[config.mk]
export PLATFORM = sky130hd
export DESIGN_NAME = mc_main_control
export DESIGN_NICKNAME = d
export VERILOG_FILES = /design/src/rtl/mc_ctrl_pkg.sv /design/src/rtl/mc_ctrl_out_decode.sv /design/src/rtl/mc_main_control.sv
export SDC_FILE = /design/constraint.sdc
export NUM_CORES = 1
export LEC_CHECK = 0
export CAP_MARGIN = 5
export CORE_MARGIN = 5
export CORE_UTILIZATION = 45
export CTS_CLUSTER_SIZE = 14
export DETAILED_ROUTE_END_ITERATION = 16
export DONT_BUFFER_PORTS = 1
export GPL_TIMING_DRIVEN = 0
export PLACE_DENSITY = 0.66
export SLEW_MARGIN = 20
export SYNTH_ARGS = -nofsm -noshare
export SYNTH_HDL_FRONTEND = slang
export SYNTH_SLANG_ARGS = --single-unit
export TNS_END_PERCENT = 5
[constraint.sdc]
create_clock -name clk_i -period 1.4 [get_ports clk_i]
set_input_delay 0.28 -clock clk_i [delete_from_list [all_inputs] [get_ports clk_i]]
set_output_delay 0.28 -clock clk_i [all_outputs]
set_load 0.01 [all_outputs]
[src/rtl/mc_ctrl_pkg.sv]
// Shared encodings for the multi-cycle MIPS main control FSM: state
// encoding, opcodes, ALU-op codes, mux selects and the control bundle.
package mc_ctrl_pkg;

    typedef enum logic [3:0] {
        ST_IDLE     = 4'd0,
        ST_FETCH    = 4'd1,
        ST_DECODE   = 4'd2,
        ST_MEM_ADDR = 4'd3,
        ST_MEM_RD   = 4'd4,
        ST_MEM_WB   = 4'd5,
        ST_MEM_WR   = 4'd6,
        ST_EXEC_R   = 4'd7,
        ST_EXEC_I   = 4'd8,
        ST_ALU_WB   = 4'd9,
        ST_IMM_WB   = 4'd10,
        ST_BRANCH   = 4'd11,
        ST_JUMP     = 4'd12
    } state_t;

    // Primary opcodes, instr[31:26]
    localparam logic [5:0] OP_RTYPE = 6'b000000;
    localparam logic [5:0] OP_LW    = 6'b100011;
    localparam logic [5:0] OP_SW    = 6'b101011;
    localparam logic [5:0] OP_BEQ   = 6'b000100;
    localparam logic [5:0] OP_BNE   = 6'b000101;
    localparam logic [5:0] OP_ADDI  = 6'b001000;
    localparam logic [5:0] OP_SLTI  = 6'b001010;
    localparam logic [5:0] OP_ORI   = 6'b001101;
    localparam logic [5:0] OP_J     = 6'b000010;

    // ALU operation requests to the ALU control block
    localparam logic [1:0] ALU_ADD   = 2'b00;
    localparam logic [1:0] ALU_SUB   = 2'b01;
    localparam logic [1:0] ALU_FUNCT = 2'b10;
    localparam logic [1:0] ALU_SLT   = 2'b11;

    // ALU B-input select
    localparam logic [1:0] SRC_B_REG     = 2'b00;
    localparam logic [1:0] SRC_B_FOUR    = 2'b01;
    localparam logic [1:0] SRC_B_IMM     = 2'b10;
    localparam logic [1:0] SRC_B_IMM_SH2 = 2'b11;

    // Next-PC source select
    localparam logic [1:0] PC_SRC_ALU    = 2'b00;
    localparam logic [1:0] PC_SRC_ALUOUT = 2'b01;
    localparam logic [1:0] PC_SRC_JUMP   = 2'b10;

    // Every datapath control the FSM drives, bundled for the decoder
    typedef struct packed {
        logic       pc_write;
        logic       pc_write_cond;
        logic       branch_ne;
        logic       iord;
        logic       mem_read;
        logic       mem_write;
        logic       ir_write;
        logic       mem_to_reg;
        logic       reg_dst;
        logic       reg_write;
        logic       alu_src_a;
        logic [1:0] alu_src_b;
        logic [1:0] alu_op;
        logic       ext_zero;
        logic [1:0] pc_source;
        logic       illegal;
    } ctrl_t;

    // True for every opcode this control unit knows how to sequence
    function automatic logic is_legal_op(input logic [5:0] op);
        logic legal;
        legal = 1'b0;
        case (op)
            OP_RTYPE, OP_LW, OP_SW, OP_BEQ, OP_BNE,
            OP_ADDI, OP_SLTI, OP_ORI, OP_J: legal = 1'b1;
            default:                        legal = 1'b0;
        endcase
        return legal;
    endfunction

endpackage

[src/rtl/mc_ctrl_out_decode.sv]
// Combinational output decoder for the main control FSM. Outputs follow
// the current state; only FETCH looks at mem_ready_i (to gate the PC and
// IR loads) and only DECODE/BRANCH/EXEC_I look at the opcode.
module mc_ctrl_out_decode
    import mc_ctrl_pkg::*;
(
    input  state_t      state,
    input  logic [5:0]  op_i,
    input  logic        mem_ready_i,
    output ctrl_t       ctrl
);

    // Decode the control bundle from the current state
    always_comb begin
        ctrl = '0;
        case (state)
            ST_IDLE: begin
                ctrl = '0;
            end
            ST_FETCH: begin
                // PC+4 computed on the ALU while the instruction is read;
                // both loads wait for memory to complete the read.
                ctrl.mem_read  = 1'b1;
                ctrl.iord      = 1'b0;
                ctrl.alu_src_a = 1'b0;
                ctrl.alu_src_b = SRC_B_FOUR;
                ctrl.alu_op    = ALU_ADD;
                ctrl.pc_source = PC_SRC_ALU;
                ctrl.pc_write  = mem_ready_i;
                ctrl.ir_write  = mem_ready_i;
            end
            ST_DECODE: begin
                // Speculatively form the branch target into ALUOut
                ctrl.alu_src_a = 1'b0;
                ctrl.alu_src_b = SRC_B_IMM_SH2;
                ctrl.alu_op    = ALU_ADD;
                ctrl.ext_zero  = 1'b0;
                ctrl.illegal   = ~is_legal_op(op_i);
            end
            ST_MEM_ADDR: begin
                ctrl.alu_src_a = 1'b1;
                ctrl.alu_src_b = SRC_B_IMM;
                ctrl.alu_op    = ALU_ADD;
                ctrl.ext_zero  = 1'b0;
            end
            ST_MEM_RD: begin
                ctrl.mem_read = 1'b1;
                ctrl.iord     = 1'b1;
            end
            ST_MEM_WB: begin
                ctrl.reg_write  = 1'b1;
                ctrl.mem_to_reg = 1'b1;
                ctrl.reg_dst    = 1'b0;
            end
            ST_MEM_WR: begin
                ctrl.mem_write = 1'b1;
                ctrl.iord      = 1'b1;
            end
            ST_EXEC_R: begin
                ctrl.alu_src_a = 1'b1;
                ctrl.alu_src_b = SRC_B_REG;
                ctrl.alu_op    = ALU_FUNCT;
            end
            ST_ALU_WB: begin
                ctrl.reg_write  = 1'b1;
                ctrl.reg_dst    = 1'b1;
                ctrl.mem_to_reg = 1'b0;
            end
            ST_EXEC_I: begin
                ctrl.alu_src_a = 1'b1;
                ctrl.alu_src_b = SRC_B_IMM;
                case (op_i)
                    OP_SLTI: begin
                        ctrl.alu_op   = ALU_SLT;
                        ctrl.ext_zero = 1'b0;
                    end
                    OP_ORI: begin
                        // ALU control maps funct-decoded + ori to OR; the
                        // logical immediate must not be sign-extended.
                        ctrl.alu_op   = ALU_FUNCT;
                        ctrl.ext_zero = 1'b1;
                    end
                    default: begin
                        ctrl.alu_op   = ALU_ADD;
                        ctrl.ext_zero = 1'b0;
                    end
                endcase
            end
            ST_IMM_WB: begin
                ctrl.reg_write  = 1'b1;
                ctrl.reg_dst    = 1'b0;
                ctrl.mem_to_reg = 1'b0;
            end
            ST_BRANCH: begin
                ctrl.alu_src_a     = 1'b1;
                ctrl.alu_src_b     = SRC_B_REG;
                ctrl.alu_op        = ALU_SUB;
                ctrl.pc_write_cond = 1'b1;
                ctrl.pc_source     = PC_SRC_ALUOUT;
                ctrl.branch_ne     = (op_i == OP_BNE);
            end
            ST_JUMP: begin
                ctrl.pc_write  = 1'b1;
                ctrl.pc_source = PC_SRC_JUMP;
            end
            default: begin
                ctrl = '0;
            end
        endcase
    end

endmodule

[src/rtl/mc_main_control.sv]
// Main control FSM for the multi-cycle MIPS datapath. Holds the state
// register and next-state logic; all datapath controls come from the
// output decoder driven by the registered state.
module mc_main_control
    import mc_ctrl_pkg::*;
(
    input  logic        clk_i,
    input  logic        rst_i,
    input  logic [5:0]  op_i,
    input  logic        mem_ready_i,
    output logic        pc_write_o,
    output logic        pc_write_cond_o,
    output logic        branch_ne_o,
    output logic        iord_o,
    output logic        mem_read_o,
    output logic        mem_write_o,
    output logic        ir_write_o,
    output logic        mem_to_reg_o,
    output logic        reg_dst_o,
    output logic        reg_write_o,
    output logic        alu_src_a_o,
    output logic [1:0]  alu_src_b_o,
    output logic [1:0]  alu_op_o,
    output logic        ext_zero_o,
    output logic [1:0]  pc_source_o,
    output logic        illegal_o
);

    state_t state_reg;
    state_t state_next;
    ctrl_t  ctrl;

    // State register; reset aborts any instruction in flight
    always_ff @(posedge clk_i) begin
        if (rst_i) begin
            state_reg <= ST_IDLE;
        end else begin
            state_reg <= state_next;
        end
    end

    // Next-state sequencing; memory states hold until mem_ready_i
    always_comb begin
        state_next = state_reg;
        case (state_reg)
            ST_IDLE:     state_next = ST_FETCH;
            ST_FETCH:    state_next = mem_ready_i ? ST_DECODE : ST_FETCH;
            ST_DECODE: begin
                case (op_i)
                    OP_RTYPE:                 state_next = ST_EXEC_R;
                    OP_LW, OP_SW:             state_next = ST_MEM_ADDR;
                    OP_BEQ, OP_BNE:           state_next = ST_BRANCH;
                    OP_ADDI, OP_SLTI, OP_ORI: state_next = ST_EXEC_I;
                    OP_J:                     state_next = ST_JUMP;
                    default:                  state_next = ST_FETCH;
                endcase
            end
            // Only lw and sw reach address calculation
            ST_MEM_ADDR: state_next = (op_i == OP_LW) ? ST_MEM_RD : ST_MEM_WR;
            ST_MEM_RD:   state_next = mem_ready_i ? ST_MEM_WB : ST_MEM_RD;
            ST_MEM_WB:   state_next = ST_FETCH;
            ST_MEM_WR:   state_next = mem_ready_i ? ST_FETCH : ST_MEM_WR;
            ST_EXEC_R:   state_next = ST_ALU_WB;
            ST_ALU_WB:   state_next = ST_FETCH;
            ST_EXEC_I:   state_next = ST_IMM_WB;
            ST_IMM_WB:   state_next = ST_FETCH;
            ST_BRANCH:   state_next = ST_FETCH;
            ST_JUMP:     state_next = ST_FETCH;
            default:     state_next = ST_IDLE;
        endcase
    end

    mc_ctrl_out_decode u_out_decode (
        .state       (state_reg),
        .op_i        (op_i),
        .mem_ready_i (mem_ready_i),
        .ctrl        (ctrl)
    );

    assign pc_write_o      = ctrl.pc_write;
    assign pc_write_cond_o = ctrl.pc_write_cond;
    assign branch_ne_o     = ctrl.branch_ne;
    assign iord_o          = ctrl.iord;
    assign mem_read_o      = ctrl.mem_read;
    assign mem_write_o     = ctrl.mem_write;
    assign ir_write_o      = ctrl.ir_write;
    assign mem_to_reg_o    = ctrl.mem_to_reg;
    assign reg_dst_o       = ctrl.reg_dst;
    assign reg_write_o     = ctrl.reg_write;
    assign alu_src_a_o     = ctrl.alu_src_a;
    assign alu_src_b_o     = ctrl.alu_src_b;
    assign alu_op_o        = ctrl.alu_op;
    assign ext_zero_o      = ctrl.ext_zero;
    assign pc_source_o     = ctrl.pc_source;
    assign illegal_o       = ctrl.illegal;

endmodule
==> results.md, run 1 <==
- Outcome: finished with violations
- Violated checks: setup timing
- Distinct cells, synth: 39
- Max reg flops: 4
- Int Power: 0.379 mW
- Synth Cell Area: 641 um^2
- RSZ-0062 raised after global routing: true
- Multi-input gate area: 708 um^2
- FF+latch count, synth: 4
- Area growth, synth to finish: 57.4%
- Port bufs: 0
- DRC: 0
- Total Routed Length: 2440 um
- Max_cap viols: 0
- Drt pass-1 iters: 4
- Largest net degree at the start of global routing: 10
- Fin area: 1010 um^2
- Layout cells sized above 1: 56.5%
- Max-slew headroom: 77.3%
- NumNets Final: approximately 120
- Layout fillers: 78
- Max stage delay on crit path: 0.37 ns
- Critical path depth: 4
- DR iter-0 viols: 26
- Util after Layout: between 70% and 80%
- Antenna violations before repair: 0
- Combinational share of power: 53.9%
- Crit path buffers/inverters: 1
- Most frequent cells in the layout: buf_4 (10), nor2_1 (9), nand2b_4 (6), nor2_4 (6)
- Final period utilization: 109%
- Die Y: 47.7 um
- WS Path Type: flip-flop to output pin
- Net load switching power: about 0.26 mW
- Clk buf depth: 2
- Gate Count Post-Synth: 95
- Io pins: 28
- Global-route usage over all layers: 22.2%
- Post-Layout Cell Count: 123
- CTS clock-pin slew for the worst setup and hold paths: 0.05 ns
- CP Capture Type: output pin
- Worst-margin pin slew: 0.337 ns
- Number of global-route vias before repair: 757
- Minimum clock period: 1.53 ns
- Clock Power Share: 24.0%
- P_leak: 0.384 nW
- Synthesized Nets: 104
- Worst EP required: between 1 and 1.5 ns
- CP cell instances: nand2b_4, buf_6, nand2b_4, nor4_4
- CP arrival: 1.25 ns
- Pins Over Slew Limit: 0
- EDFF count, synth: 0
- GRT overflow: 0
- Maximum VDD drop: 0.577 mV
- Hold Crit Class: input pin to flip-flop
- CTS Buf Count: 3
- Clock root cell: clkbuf_4
- Via density: 6.52
- Vias after detailed routing: 802
- Post-route setup slack: -0.129 ns
- Clock Sinks: 4
- Placed wire-length estimate: 1280 um
- Post-synthesis sequential area ratio: about 13%
- Site Rows: 13
- Synth Flop Type: dfxtp_1
- Hold path depth: 1
- Post-Syn Area per Cell: a little under 7 um^2
- Synth Warn #: 0
- H-tree lvl count: 1
- Sw frac: 41.0%
- Clock Latency Late Sink: 0.25 ns
- Final hold vios: 0
- Storage element area: 92.6 um^2
- Clock Skews: 0.0149 ns
- # hold bufs at CTS: 0
- Area after DPL: 666 um^2
- Cell total after placement: 110
- Die width: around 48 um
- Gpl congestion: 0.825
- Max Freq: 654 MHz
- Power per cell area: about 640 nW/um^2
- First-pass GRT wire length: 3530 um
- Worst r2r path cells: 5
- Core area: 1320 um^2
- Worst path slowest cell: dfxtp_4
- Endpoints failing setup: 11
- Clock tree from TritonCTS: done
- Most used cell, CP: nand2b_4
- Ant. Diodes: 0
- Ys async rst share: 0%
- Share of power burned in registers: 22.1%
- Antenna viol nets, final: 0
- Most common cell after layout, fill and taps aside: buf_4
- Worst-path fanout max: 5
- Die ar.: 2280 um^2
- Critical path's top delay family: simple AND/OR/NAND/NOR gates
- Starting density of the core: 48.6%
- Crit start category: flip-flop
- WL/cell: 19.9 um
- Final Total Pwr: approximately 0.64 mW
-- metal layers --
layer | track usage, % | up-vias | wire [um]
li1 | - | 366 | -
met1 | 25.6 | 382 | 971
met2 | 39.3 | 44 | 1210
met3 | 6.39 | 10 | 175
met4 | 6.45 | 0 | 80
met5 | 0 | - | 0
-- area by class of cell --
| cell class | instances | area share, % |
|---|---|---|
| Multi-Input combinational cell | 82 | 70.2 |
| Tap cell | 15 | 1.86 |
| Buffer | 7 | 8.56 |
| Inverter | 2 | 0.744 |
| Timing Repair Buffer | 10 | 7.20 |
| Clock buffer | 3 | 2.23 |
| Sequential cell | 4 | 9.18 |
-- stage by stage --
stage	TNS (ns)	hold slack (ns)	setup slack, ns
finish	-0.799	0.0843	-0.129
global placement	-0.655	0.355	-0.211
global route	-1.30	0.0801	-0.183
detailed placement	-0.654	0.353	-0.216
floorplan	0	0.349	0.0119
CTS	-0.651	0.0906	-0.0912
-- repair_timing --
| action | 4_1_cts | 5_1_grt |
|---|---|---|
| cloned | 1 | 0 |
| setup endpoints to repair | 20 | 16 |
| pin swaps | 11 | 3 |
| resized for setup | 49 | 12 |
| buffers inserted | 9 | 0 |
-- power by group through the flow --
| stage | registers (mW) | clock network, mW | logic, mW |
|---|---|---|---|
| after floorplan | 0.131 | 0 | 0.170 |
| after global placement | 0.134 | 0 | 0.196 |
| after detailed placement | 0.134 | 0 | 0.199 |
| after CTS | 0.140 | 0.150 | 0.303 |
| after global routing | 0.144 | 0.163 | 0.367 |
| final | 0.142 | 0.154 | 0.346 |
-- cells in the mapped netlist (2+ instances only) --
master | n | area [um^2]
a211oi_1 | 3 | 22.5
a21oi_1 | 6 | 30.0
buf_2 | 4 | 20.0
buf_6 | 2 | 22.5
dfxtp_1 | 4 | 80.1
inv_1 | 2 | 7.51
mux2i_1 | 2 | 20.0
nand2_1 | 6 | 22.5
nand2b_1 | 11 | 68.8
nand3_1 | 3 | 15.0
nor2_1 | 17 | 63.8
nor3_1 | 2 | 10.0
nor3b_1 | 2 | 15.0
nor4_1 | 2 | 12.5
o21ai_1 | 3 | 15.0
or2_1 | 3 | 18.8
-- logic make-up (layout without fill, tap and decap cells) --
kind of cell	after synthesis	count (layout)	synth area share (%)
DFF	4	4	12.5
and+or+nand+nor	54	54	45.5
buffers and inverters	9	22	8.99
AOI/OAI and AO/OA	25	25	28.5
muxes	2	2	3.13
xor gates and xnor gates	1	1	1.37
-- worst reg2reg max path, cell delays in order (launching register included) --
cell and delay [ns]:
dfxtp_4 0.39, nand2b_4 0.15, buf_2 0.19, o22a_1 0.15, nor2_1 0.05, a2111oi_2 0.32
-- final timing paths --
path / start / endpoint / slack, ns
worst max register to register: state_reg[2] / state_reg[0] / 0.04
worst min register to register: state_reg[2] / state_reg[3] / 0.72
worst min-delay path: rst_i / state_reg[0] / 0.08
worst max-delay path: state_reg[2] / branch_ne_o / -0.13
No activity file was read; power rests on OpenSTA's default activity.
==> run 2, diff against run 1 <==
SETUP_SLACK_MARGIN = 0.1   (was unset)
==> run 2 against run 1 <==
Compared with the run above:
- the flow still finishes with violations (setup timing)
- sequential cell count unchanged
- maximum frequency up 1.1%
- count of clock-buffer cells in the layout unchanged
- via count down 2.7%
- first-iteration DRC count down 42%
- cell area down 0.12%
- highest routed layer is now met3
- routed wire length down 9.2%
==> results.md, run 2 (synthesis results as in run 1) <==
- Largest net degree at the start of global routing: 10 (unchanged)
- Die ar.: 2280 um^2 (unchanged)
- Final period utilization: 108% (-1.2 points)
- Worst EP required: 1.12 ns (about the same)
- WS Path Type: flip-flop to output pin
- Pins Over Slew Limit: 0 (unchanged)
- Via density: 6.34 (-2.7%)
- Reg2reg setup slack: 0.06 ns (+0.02 ns)
- Max-slew headroom: 78.3% (+0.97 points)
- H-tree lvl count: 1 (unchanged)
- Minimum clock period: 1.51 ns (-0.0167 ns)
- Worst-margin pin slew: 0.323 ns (-0.0144 ns)
- FF-to-FF End: state_reg[0]
- P_leak: 0.383 nW (-0.33%)
- Placed wire-length estimate: 1280 um (unchanged)
- Clk buf depth: 2 (unchanged)
- GRT overflow: 0 (unchanged)
- CTS Buf Count: 3 (unchanged)
- Most frequent cells in the layout: buf_4 (10), nor2_1 (8), nand2b_4 (6), nor2_4 (6)
- Area growth, synth to finish: 57.2%
- Die Y: 47.7 um (unchanged)
- Hold Crit Class: input pin to flip-flop
- Max Freq: 661 MHz (+1.1%)
- Worst path slowest cell: dfxtp_4
- Worst reg2reg startpoint: state_reg[2]
- CTS clock-pin slew for the worst setup and hold paths: 0.04 ns (about the same)
- Clock Skews: 0.00801 ns (-0.00693 ns)
- CP Capture Type: output pin
- DR iter-0 viols: 15 (-42%)
- Most used cell, CP: nand2b_4
- Ant. Diodes: 0 (unchanged)
- Max reg flops: 4 (unchanged)
- Core area: 1320 um^2 (unchanged)
- Final hold vios: 0 (unchanged)
- Port bufs: 0 (unchanged)
- # hold bufs at CTS: 0 (unchanged)
- Antenna viol nets, final: 0 (unchanged)
- Clock root cell: clkbuf_4
- Final Total Pwr: 0.622 mW (-3.2%)
- Antenna violations before repair: 0 (unchanged)
- Layout cells sized above 1: 56.5% (unchanged)
- Io pins: 28 (unchanged)
- Maximum VDD drop: 0.626 mV (+8.4%)
- RSZ-0062 raised after global routing: true
- Hold path start: rst_i
- WL/cell: 18.0 um (-9.2%)
- Crit path buffers/inverters: 1 (unchanged)
- Gpl congestion: 0.825 (unchanged)
- NumNets Final: 119 (unchanged)
- Vias after detailed routing: 780 (-2.7%)
- DRC: 0 (unchanged)
- Crit path from: state_reg[2]
- Final hold slack: 0.0940 ns (+0.00966 ns)
- Worst-path fanout max: 5 (unchanged)
- Total Routed Length: 2220 um (-9.2%)
- CP cell instances: nand2b_4, buf_6, nand2b_4, nor4_4
- Max_cap viols: 0 (unchanged)
- Hold Path End: state_reg[0]
- Clock Latency Late Sink: 0.24 ns (about the same)
- Max stage delay on crit path: 0.36 ns (about the same)
- Number of global-route vias before repair: 712 (-5.9%)
- Die width: 47.7 um (unchanged)
- Post-route setup slack: -0.113 ns (+0.0167 ns)
- Power per cell area: 618 nW/um^2 (-3.0%)
- Drt pass-1 iters: 4 (unchanged)
- Critical path's top delay family: simple AND/OR/NAND/NOR gates
- Outcome: finished with violations
- Clock tree from TritonCTS: done
- Most common cell after layout, fill and taps aside: buf_4
- First-pass GRT wire length: 3310 um (-6.0%)
- Clock Sinks: 4 (unchanged)
- Crit start category: flip-flop
- Worst r2r path cells: 5 (unchanged)
- Starting density of the core: 48.6% (unchanged)
- Violated checks: setup timing
- Site Rows: 13 (unchanged)
- Global-route usage over all layers: 20.7% (-1.5 points)
- Hold path depth: 1 (unchanged)
- CP arrival: 1.23 ns (-0.02 ns)
- Endpoints failing setup: 10 (-1)
==> run 2: cell counts in the layout (fill, tap and decap cells not counted) <==
No cell type changed its count.
==> run 2: power breakdown <==
| group | total (mW) | switching, mW | internal, mW |
|---|---|---|---|
| clock | 0.146 | 0.0500 | 0.0960 |
| combinational | 0.335 | 0.183 | 0.153 |
| sequential | 0.141 | 0.0165 | 0.125 |
| total | 0.622 | 0.249 | 0.373 |
==> run 2: layer usage <==
| layer | part of all wire (%) | GRT usage [%] | wire length [um] | up-vias |
|---|---|---|---|---|
| li1 | - | - | - | 365 |
| met1 | 43 | 24.7 | 951 | 385 |
| met2 | 50 | 35.4 | 1120 | 30 |
| met3 | 6.7 | 6.39 | 148 | 0 |
| met4 | 0 | 5.91 | 0 | 0 |
| met5 | 0 | 0 | 0 | - |
==> run 2: worst max-delay path by stage <==
stage,to,cells past startpoint
after global routing,branch_ne_o,3
after floorplan,alu_op_o[1],3
after CTS,pc_write_o,5
after global placement,alu_op_o[1],3
after detailed placement,alu_op_o[1],3
final,branch_ne_o,4
==> run 2: what timing repair did <==
action,4_1_cts,5_1_grt
pin swaps,11,6
endpoints found under the setup margin,20,21
buffers inserted,9,0
gates cloned,1,0
resized for setup,52,8
==> run 2: area by class of cell <==
cell class / instances / area [um^2]
tap: 15 / 18.8
sequential: 4 / 92.6
buffer: 7 / 86.3
clock buffer: 3 / 22.5
fill: 83 / 310
timing repair buffer: 10 / 72.6
inverter: 2 / 7.51
multi-input combinational: 82 / 707
==> run 2: stage by stage <==
stage	instances	setup slack [ns]	TNS [ns]	utilization, %	instance area [um^2]
6_report	123	-0.113	-0.607	76.4	1010
5_1_grt	123	-0.172	-1.09	76.4	1010
4_1_cts	123	-0.0912	-0.651	73.8	972
3_5_place_dp	110	-0.216	-0.654	50.5	666
3_3_place_gp	110	-0.211	-0.655	50.5	666
2_1_floorplan	95	0.0119	0	-	647
==> run 3, diff against run 2 <==
CORE_MARGIN = unset   (was 5)
CTS_CLUSTER_SIZE = 20   (was 14)
==> run 3 against run 2 <==
Compared with the run above:
- the flow still finishes with violations (setup timing)
- die area down 31%
- combinational power is 7.5% lower
- clock power barely moved
- clock skew shrank 0.0011 ns
- global-route usage grew 3.7 points
- critical path type unchanged
==> results.md, run 3 (synthesis results as in run 1) <==
- First-pass GRT wire length: 2620 um (-21%)
- Site Rows: 13 (unchanged)
- CP cell instances: buf_6, nor2_1, nand2_1, nor2_4, or2_4
- Endpoints failing setup: 13 (+3)
- Combinational share of power: 52.0% (-1.8 points)
- Max stage delay on crit path: 0.36 ns (about the same)
- Clock Latency Late Sink: 0.24 ns (about the same)
- Reg2reg setup slack: 0.07 ns (about the same)
- Max_cap viols: 0 (unchanged)
- DRC: 0 (unchanged)
- Worst reg2reg startpoint: state_reg[1]
- WL/cell: 17.6 um (-2.6%)
- Starting density of the core: 48.6% (unchanged)
- Final period utilization: 111% (+2.5 points)
- Max Freq: 646 MHz (-2.2%)
- CP arrival: 1.27 ns (+0.04 ns)
- WS Path Type: flip-flop to output pin
- Net load switching power: 0.241 mW (-3.1%)
- Crit path from: state_reg[2]
- Number of global-route vias before repair: 609 (-14%)
- Pins Over Slew Limit: 0 (unchanged)
- Global-route usage over all layers: 24.3% (+3.7 points)
- Multi-input gate area: 687 um^2 (-2.8%)
- Clock Sinks: 4 (unchanged)
- # hold bufs at CTS: 0 (unchanged)
- Maximum VDD drop: 0.491 mV (-21%)
- Final Total Pwr: 0.596 mW (-4.2%)
- Worst path slowest cell: dfxtp_4
- Outcome: finished with violations
- Power per cell area: 622 nW/um^2 (+0.63%)
- GRT overflow: 0 (unchanged)
- Layout fillers: 92 (+11%)
- Ant. Diodes: 0 (unchanged)
- Util after Layout: 72.7% (-3.7 points)
- Clock root cell: clkbuf_4
- Layout cells sized above 1: 52.4% (-4.1 points)
- Worst-path fanout max: 10 (+5)
- Cell total after placement: 110 (unchanged)
- Antenna violations before repair: 0 (unchanged)
- CP Capture Type: output pin
- Die Y: 39.7 um (-17%)
- Die ar.: 1580 um^2 (-31%)
- Share of power burned in registers: 23.4% (+0.7 points)
- Via density: 6.27 (-1.2%)
- H-tree lvl count: 1 (unchanged)
- Int Power: 0.355 mW (-5.0%)
- Storage element area: 90.1 um^2 (-2.7%)
- Post-route setup slack: -0.147 ns (-0.0347 ns)
- Area after DPL: 666 um^2 (unchanged)
- Clk buf depth: 2 (unchanged)
- Hold Crit Class: input pin to flip-flop
- Drt pass-1 iters: 4 (unchanged)
- Final TNS setup: -1.18 ns (-0.569 ns)
- Worst-margin pin slew: 0.336 ns (+0.0135 ns)
- Most frequent cells in the layout: nor2_1 (10), buf_6 (8), nand2b_4 (5), nor2_4 (5), buf_4 (5)
- Antenna viol nets, final: 0 (unchanged)
- Placed wire-length estimate: 1150 um (-10%)
- Max-slew headroom: 77.4% (-0.91 points)
- Minimum clock period: 1.55 ns (+0.0347 ns)
- Most common cell after layout, fill and taps aside: nor2_1
- Clock tree from TritonCTS: done
- Gpl congestion: 0.786 (-4.7%)
- Vias after detailed routing: 752 (-3.6%)
- Violated checks: setup timing
- Crit path to: pc_write_o
- DR iter-0 viols: 26 (+11)
- Io pins: 28 (unchanged)
- CTS clock-pin slew for the worst setup and hold paths: 0.04 ns (about the same)
- FF-to-FF End: state_reg[0]
- P_leak: 0.361 nW (-5.5%)
- Post-Layout Cell Count: 120 (-2.4%)
- Fin area: 958 um^2 (-4.8%)
- Worst EP required: 1.12 ns (about the same)
- Port bufs: 0 (unchanged)
- NumNets Final: 116 (-2.5%)
- Clock Power Share: 24.6% (+1.1 points)
- CTS Buf Count: 3 (unchanged)
- Area growth, synth to finish: 49.6%
- Total Routed Length: 2110 um (-5.0%)
- Crit start category: flip-flop
- Final hold vios: 0 (unchanged)
- Largest net degree at the start of global routing: 11 (+1)
- Die width: 39.7 um (-17%)
- Hold path start: rst_i
- Sw frac: 40.5% (+0.46 points)
- Core area: 1320 um^2 (unchanged)
- RSZ-0062 raised after global routing: true
- Max reg flops: 4 (unchanged)
- Clock Skews: 0.00687 ns (-0.00114 ns)
- Worst r2r path cells: 4 (-1)
run 3: cell types whose count changed in the layout (fill, tap and decap cells not counted), sizes merged:
cell and delta:
buf -3
run 3: area by class of cell:
class / instances / share of cell area, %
flip-flops and latches: 4 / 9.40
clock buffers: 3 / 2.35
repair buffers: 7 / 5.61
plain buffers: 7 / 8.22
inverters: 2 / 0.783
well taps: 15 / 1.96
multi-input cells: 82 / 71.7
run 3: worst min-delay path by stage:
stage                        end  cells after the start  slack [ns]
floorplan           state_reg[0]                      1        0.35
global placement    state_reg[0]                      1        0.35
finish              state_reg[0]                      1        0.11
detailed placement  state_reg[0]                      1        0.35
global route        state_reg[0]                      1        0.11
CTS                 state_reg[0]                      1        0.09
run 3: critical path: cells and delay by family, from the launching register on:
family | cells | cell delay, ns
simple gates | 4 | 0.53
flops | 1 | 0.36
buf+inv | 1 | 0.14
run 3: power by group through the flow:
stage | clock network, mW | registers [mW] | logic (mW)
detailed placement | 0 | 0.134 | 0.196
CTS | 0.149 | 0.139 | 0.237
finish | 0.147 | 0.140 | 0.310
global route | 0.158 | 0.141 | 0.331
global placement | 0 | 0.134 | 0.194
floorplan | 0 | 0.131 | 0.170
run 3: repair_timing:
item	in CTS	in global routing
pin swaps	6	14
resized for setup	28	26
cloned	1	0
endpoints found under the setup margin	21	21
buffers inserted	3	3
run 3: per-stage QoR:
stage	setup slack [ns]	hold WS [ns]
global placement	-0.183	0.352
finish	-0.147	0.108
CTS	-0.198	0.0924
global route	-0.215	0.107
detailed placement	-0.176	0.352
floorplan	0.0119	0.349
run 3: routing by layer:
layer	GRT usage [%]	up-vias	part of all wire, %
met4	2.59	0	0.47
met5	0	-	0
li1	-	362	-
met2	37.7	38	49
met3	8.52	2	6.3
met1	32.8	350	44
